$ cat src/rtl/maze_move_ctrl.sv
// Player-movement controller for the maze game.
// Turns keypad press events into grid moves, validates each move by reading
// the target cell from maze memory, and tracks win/loss/timeout and the
// number of accepted moves.
module maze_move_ctrl #(
    parameter int         X_W     = 3,
    parameter int         Y_W     = 3,
    parameter int         MOVE_W  = 8,
    parameter int         WRAP    = 0,
    parameter int         START_X = 0,
    parameter int         START_Y = 0,
    parameter logic [3:0] K_UP    = 4'd2,
    parameter logic [3:0] K_DOWN  = 4'd8,
    parameter logic [3:0] K_LEFT  = 4'd4,
    parameter logic [3:0] K_RIGHT = 4'd6,
    parameter logic [3:0] K_START = 4'd10
) (
    input  logic                 clk,
    input  logic                 nst,
    input  logic [3:0]           key_value,
    input  logic                 timeout,
    output logic [X_W+Y_W-1:0]   mem_addr,
    output logic                 mem_rd,
    input  logic [1:0]           mem_rdata,
    input  logic                 mem_rvalid,
    output logic [X_W-1:0]       pos_x,
    output logic [Y_W-1:0]       pos_y,
    output logic [MOVE_W-1:0]    moves,
    output logic [2:0]           game_state,
    output logic                 bump,
    output logic                 timecheckstop
);

    typedef enum logic [2:0] {
        S_IDLE  = 3'd0,
        S_PLAY  = 3'd1,
        S_FETCH = 3'd2,
        S_WIN   = 3'd3,
        S_LOSE  = 3'd4
    } state_e;

    typedef enum logic [1:0] {
        C_FLOOR = 2'd0,
        C_WALL  = 2'd1,
        C_GOAL  = 2'd2,
        C_TRAP  = 2'd3
    } cell_e;

    localparam logic [X_W-1:0]    X_ONE    = X_W'(1);
    localparam logic [Y_W-1:0]    Y_ONE    = Y_W'(1);
    localparam logic [X_W-1:0]    X_MAX    = '1;
    localparam logic [Y_W-1:0]    Y_MAX    = '1;
    localparam logic [X_W-1:0]    X_START  = X_W'(START_X);
    localparam logic [Y_W-1:0]    Y_START  = Y_W'(START_Y);
    localparam logic [MOVE_W-1:0] MOVE_ONE = MOVE_W'(1);
    localparam logic [MOVE_W-1:0] MOVE_MAX = '1;

    state_e                state_q,    state_d;
    logic [3:0]            key_q,      key_d;
    logic [3:0]            key_prev_q, key_prev_d;
    logic [X_W-1:0]        pos_x_q,    pos_x_d;
    logic [Y_W-1:0]        pos_y_q,    pos_y_d;
    logic [MOVE_W-1:0]     moves_q,    moves_d;
    logic [X_W+Y_W-1:0]    mem_addr_q, mem_addr_d;
    logic                  mem_rd_q,   mem_rd_d;
    logic                  bump_q,     bump_d;
    logic                  tcs_q,      tcs_d;

    logic                  key_evt;
    logic                  is_start;
    logic                  is_dir;
    logic                  off_grid;
    logic                  blocked;
    logic [X_W-1:0]        tgt_x;
    logic [Y_W-1:0]        tgt_y;
    logic [X_W-1:0]        fetch_x;
    logic [Y_W-1:0]        fetch_y;
    logic [MOVE_W-1:0]     moves_inc;

    // A press is the registered key leaving zero; holding or sliding between
    // two keys without a release produces nothing.
    assign key_evt   = (key_q != 4'd0) && (key_prev_q == 4'd0);
    assign is_start  = key_evt && (key_q == K_START);
    assign fetch_x   = mem_addr_q[X_W-1:0];
    assign fetch_y   = mem_addr_q[X_W +: Y_W];
    assign moves_inc = (moves_q == MOVE_MAX) ? moves_q : moves_q + MOVE_ONE;
    assign blocked   = off_grid && (WRAP == 0);

    // Target cell for the pending direction key; subtraction/addition wrap
    // modulo the grid size on their own, off_grid flags the edge crossing.
    always_comb begin
        // NOTE: every signal gets a default first so no path can infer a latch.
        tgt_x    = pos_x_q;
        tgt_y    = pos_y_q;
        off_grid = 1'b0;
        is_dir   = 1'b0;
        case (key_q)
            K_UP: begin
                is_dir   = key_evt;
                tgt_y    = pos_y_q - Y_ONE;
                off_grid = (pos_y_q == '0);
            end
            K_DOWN: begin
                is_dir   = key_evt;
                tgt_y    = pos_y_q + Y_ONE;
                off_grid = (pos_y_q == Y_MAX);
            end
            K_LEFT: begin
                is_dir   = key_evt;
                tgt_x    = pos_x_q - X_ONE;
                off_grid = (pos_x_q == '0);
            end
            K_RIGHT: begin
                is_dir   = key_evt;
                tgt_x    = pos_x_q + X_ONE;
                off_grid = (pos_x_q == X_MAX);
            end
            default: ;
        endcase
    end

    // Next-state and next-output decode for the game FSM.
    always_comb begin
        state_d    = state_q;
        key_d      = key_value;
        key_prev_d = key_q;
        pos_x_d    = pos_x_q;
        pos_y_d    = pos_y_q;
        moves_d    = moves_q;
        mem_addr_d = mem_addr_q;
        mem_rd_d   = 1'b0;
        bump_d     = 1'b0;

        case (state_q)
            S_IDLE: begin
                if (is_start) begin
                    state_d = S_PLAY;
                    pos_x_d = X_START;
                    pos_y_d = Y_START;
                    moves_d = '0;
                end
            end
            S_PLAY: begin
                if (timeout) begin
                    state_d = S_LOSE;
                end else if (is_start) begin
                    pos_x_d = X_START;
                    pos_y_d = Y_START;
                    moves_d = '0;
                end else if (is_dir) begin
                    if (blocked) begin
                        bump_d = 1'b1;
                    end else begin
                        mem_addr_d = {tgt_y, tgt_x};
                        mem_rd_d   = 1'b1;
                        state_d    = S_FETCH;
                    end
                end
            end
            S_FETCH: begin
                // Key events are dropped here; the edge registers keep
                // tracking so a key held through the fetch is not replayed.
                if (timeout) begin
                    state_d = S_LOSE;
                end else if (mem_rvalid) begin
                    case (cell_e'(mem_rdata))
                        C_WALL: begin
                            bump_d  = 1'b1;
                            state_d = S_PLAY;
                        end
                        C_GOAL: begin
                            pos_x_d = fetch_x;
                            pos_y_d = fetch_y;
                            moves_d = moves_inc;
                            state_d = S_WIN;
                        end
                        C_TRAP: begin
                            pos_x_d = fetch_x;
                            pos_y_d = fetch_y;
                            moves_d = moves_inc;
                            state_d = S_LOSE;
                        end
                        default: begin
                            pos_x_d = fetch_x;
                            pos_y_d = fetch_y;
                            moves_d = moves_inc;
                            state_d = S_PLAY;
                        end
                    endcase
                end
            end
            S_WIN, S_LOSE: begin
                if (is_start && !timeout) begin
                    state_d = S_PLAY;
                    pos_x_d = X_START;
                    pos_y_d = Y_START;
                    moves_d = '0;
                end
            end
            default: state_d = S_IDLE;
        endcase

        tcs_d = (state_d == S_WIN) || (state_d == S_LOSE);
    end

    // Single register stage for FSM state, key edge tracking and outputs.
    always_ff @(posedge clk or negedge nst) begin
        if (!nst) begin
            state_q    <= S_IDLE;
            key_q      <= '0;
            key_prev_q <= '0;
            pos_x_q    <= X_START;
            pos_y_q    <= Y_START;
            moves_q    <= '0;
            mem_addr_q <= '0;
            mem_rd_q   <= 1'b0;
            bump_q     <= 1'b0;
            tcs_q      <= 1'b0;
        end else begin
            // NOTE: non-blocking updates so every flop samples pre-edge values.
            state_q    <= state_d;
            key_q      <= key_d;
            key_prev_q <= key_prev_d;
            pos_x_q    <= pos_x_d;
            pos_y_q    <= pos_y_d;
            moves_q    <= moves_d;
            mem_addr_q <= mem_addr_d;
            mem_rd_q   <= mem_rd_d;
            bump_q     <= bump_d;
            tcs_q      <= tcs_d;
        end
    end

    assign mem_addr      = mem_addr_q;
    assign mem_rd        = mem_rd_q;
    assign pos_x         = pos_x_q;
    assign pos_y         = pos_y_q;
    assign moves         = moves_q;
    assign game_state    = state_q;
    assign bump          = bump_q;
    assign timecheckstop = tcs_q;

endmodule

$ cat config.mk
export PLATFORM = sky130hd
export DESIGN_NAME = maze_move_ctrl
export DESIGN_NICKNAME = d
export VERILOG_FILES = /design/src/rtl/maze_move_ctrl.sv
export SDC_FILE = /design/constraint.sdc
export NUM_CORES = 1
export LEC_CHECK = 0
export ABC_AREA = 0
export CAP_MARGIN = 20
export CORE_AREA = 2 2 76 60
export CTS_CLUSTER_DIAMETER = 40
export DETAILED_ROUTE_END_ITERATION = 6
export DIE_AREA = 0 0 78 62
export GPL_TIMING_DRIVEN = 0
export PLACE_DENSITY = 0.69
export SYNTH_ARGS = -nofsm -noshare
export SYNTH_HDL_FRONTEND = slang
export SYNTH_SLANG_ARGS = --single-unit
$ cat constraint.sdc
create_clock -name clk -period 2.9 [get_ports clk]
set_clock_uncertainty 0.05 [all_clocks]
set_input_delay 0.58 -clock clk [delete_from_list [all_inputs] [get_ports clk]]
set_output_delay 0.58 -clock clk [all_outputs]
set_load 0.01 [all_outputs]
==> impl_metrics.csv <==
group,metric,value,unit
power_and_ir_drop,power_leakage,0.959,nW
clock_tree,clkLatencyLatePin,280,ps
yosys,yosysUniqueCellTypes,46,
yosys,yosysSeqAreaShare,48.0,%
route,routedWlPerCell,12.7,microns
setup_path,path_max_fanout,10,
setup_path,critPathLaunch,"game_state[0]$_DFF_PN0_",
setup_path,cp-end-kind,"flop",
sta,drv_slew,0,
setup_path,path_buf_inv,1,
route,drt_first_iter_violations,108,
clock_tree,cts_tree,"built",
clock_tree,cts-hold-fix-buffers,0,
final_layout,utilization,54.7,%
route,wirelength,3.51,mm
route,vias_per_cell,5.17,
setup_path,arrival,2660,ps
yosys,synth_area,1770,sq um
floorplan,num_rows,21,
yosys,postSynth.asyncResetShare,100,%
yosys,yosysTopAreaCell,"dfrtp_1",
place,numPortBuffers,35,
route,dr.pass1.iters,4,
yosys,synth.area.top_cells,"dfrtp_1 48%, o21ai_0 5.4%, mux2_2 3.2%",
sta,hold_violations,0,
clock_tree,cts_resized,0,
yosys,yosysWarnings,0,
yosys,synth_cells,178,
place,dp_hpwl,2.53,mm
sta,post-route-min-period,2540,ps
yosys,synth-edff-count,0,
power_and_ir_drop,power_density,459,nW/um^2
floorplan,initial_core_util,42.1,%
yosys,synthFlopType,"dfrtp_1",
hold_path,worstHoldPathType,"in2async",
clock_tree,cts_inserted_buffers,5,
setup_path,cp.required,3020,ps
setup_path,path_delay_family,"simple AND/OR/NAND/NOR gates",
sta,worst-slew-pin-transition,713,ps
floorplan,die_h,62,microns
yosys,syn_avg_cell_area,9.95,sq um
global_route,grt.overflow.total,0,
sta,rsz0062_at_grt,"false",
setup_path,startpoint_type,"flop",
floorplan,dieArea,4840,sq um
final_layout,nNetsFinal,233,
place,gp_congestion,0.773,
final_layout,final_cell_mix,"34 x dfrtp_1, 34 x clkdlybuf4s50_1, 19 x o21ai_0, 12 x nand2_1, 11 x nand3_1",
setup_path,crit_chain,"buf_2 > nor3b_4 > a31oi_1 > nor3_1 > nand3_1 > o41ai_1",
global_route,grt_pass1_vias,1234,
power_and_ir_drop,ir_worst_vdd,0.290,mV
floorplan,io_pins,36,
sta,setup_tns,0,ps
flow_run,drv_cap,0,
global_route,grt_first_pass_wirelength,5.75,mm
setup_path,crit_type,"reg2reg",
clock_tree,max-clock-path-buffers,2,
setup_path,r2r-start,"game_state[0]$_DFF_PN0_",
yosys,synth_top_area_share,48.0,%
clock_tree,htree_levels,2,
global_route,grt_max_degree,35,
floorplan,core_area,4200,sq um
final_layout,syn2layout_area_growth,29.9,%
sta,setup_viol,0,
yosys,syn-num-nets,191,
global_route,grt_use_total,15.7,%
clock_tree,clkTransAtPathRegs,70,ps
route,dr_total_vias,1431,
final_layout,diodes,0,
setup_path,cpPeakStageDelay,480,ps
route,ant_nets,0,
sta,post-route-period-util,87.5,%
floorplan,fp.dieW,78,microns
final_layout,drive_gt1_share,9.55,%
clock_tree,clock-root-buffer,"clkbuf_8",
clock_tree,clkSinkCount,34,
outcome,status,"completed",
setup_path,critPathSlowestCell,"nor3b_4",
yosys,synth-seq-cells,34,
route,drc_errors,0,
sta,max_freq,394,MHz
global_route,antenna_found_initial,0,
sta,relSlewSlack,52.5,%
clock_tree,cts_setup_buffers,0,
[state kept, by name, indices dropped and copies added (netlist names)]
signal,cells
moves,8
mem_addr,6
key_prev_d,4
key_prev_q,4
game_state,3
pos_x,3
pos_y,3
bump,1
mem_rd,1
timecheckstop,1
[cell usage after synthesis, types with 4 or more instances]
cell     instances
a21oi_1          7
a31oi_1          5
and3_1           5
dfrtp_1         34
inv_1           10
mux2_2           5
nand2_1         12
nand3_1         11
nor2_1           8
nor2b_1          4
nor3_1           5
o21ai_0         19
xnor2_1          6
[layout make-up]
cell class / instances / area, sq um
Fill cell: 394 / 1900
Multi-Input combinational cell: 126 / 831
Buffer: 8 / 52.6
Clock inverter: 1 / 30.0
Timing Repair Buffer: 35 / 345
Tap cell: 57 / 71.3
Clock buffer: 6 / 82.6
Sequential cell: 34 / 851
Inverter: 10 / 37.5
[power by group]
group | switching [mW] | internal, mW
sequential | 0.0209 | 0.491
combinational | 0.0472 | 0.0560
clock | 0.166 | 0.275
total | 0.234 | 0.822
[logic make-up after synthesis]
group	Yosys count	synth area share, %
AND/OR/NAND/NOR	63	20.3
AO/OA/AOI/OAI	48	16.9
flip-flops	34	48.0
buffers and inverters	18	5.08
XOR/XNOR	6	2.97
multiplexers	6	3.74
adder cells (fa/ha/maj)	3	2.97
[worst register-to-register path, cell delays in order (launching register included)]
cell	delay (ps)
dfrtp_1	380
buf_2	190
nor3b_4	480
a31oi_1	110
nor3_1	430
nand3_1	380
o41ai_1	420
[layer usage]
metal	wire length, microns	up-vias	share of wire, %	track usage (%)
met4	53	0	1.5	6.02
met5	0	-	0	0
met1	1860	682	53	22.6
met3	108	5	3.1	4.05
li1	-	724	-	-
met2	1480	20	42	23.2
[stage by stage]
step	power, mW	hold WS [ps]	instances	area, sq um	setup slack, ps
floorplan	0.568	234	178	1770	716
global placement	0.624	306	270	2190	194
detailed placement	0.624	310	270	2190	174
CTS	1.07	323	277	2300	352
global route	1.11	354	277	2300	161
finish	1.06	292	277	2300	363
[path summary, 6_finish.rpt]
kind                            slack, ps  depth (start not counted)                 endpoint
worst max-delay path                  360                          6     moves[7]$_DFFE_PN0P_
worst min-delay path                  290                          1  mem_addr[5]$_DFFE_PN0P_
worst max register to register        360                          6     moves[7]$_DFFE_PN0P_
worst min register to register        320                          0  key_prev_q[3]$_DFF_PN0_
max in group asynchronous            2050                          1     moves[5]$_DFFE_PN0P_
min in group clk                      320                          0  key_prev_q[3]$_DFF_PN0_
Note: power is estimated with default switching activity, not from simulation.
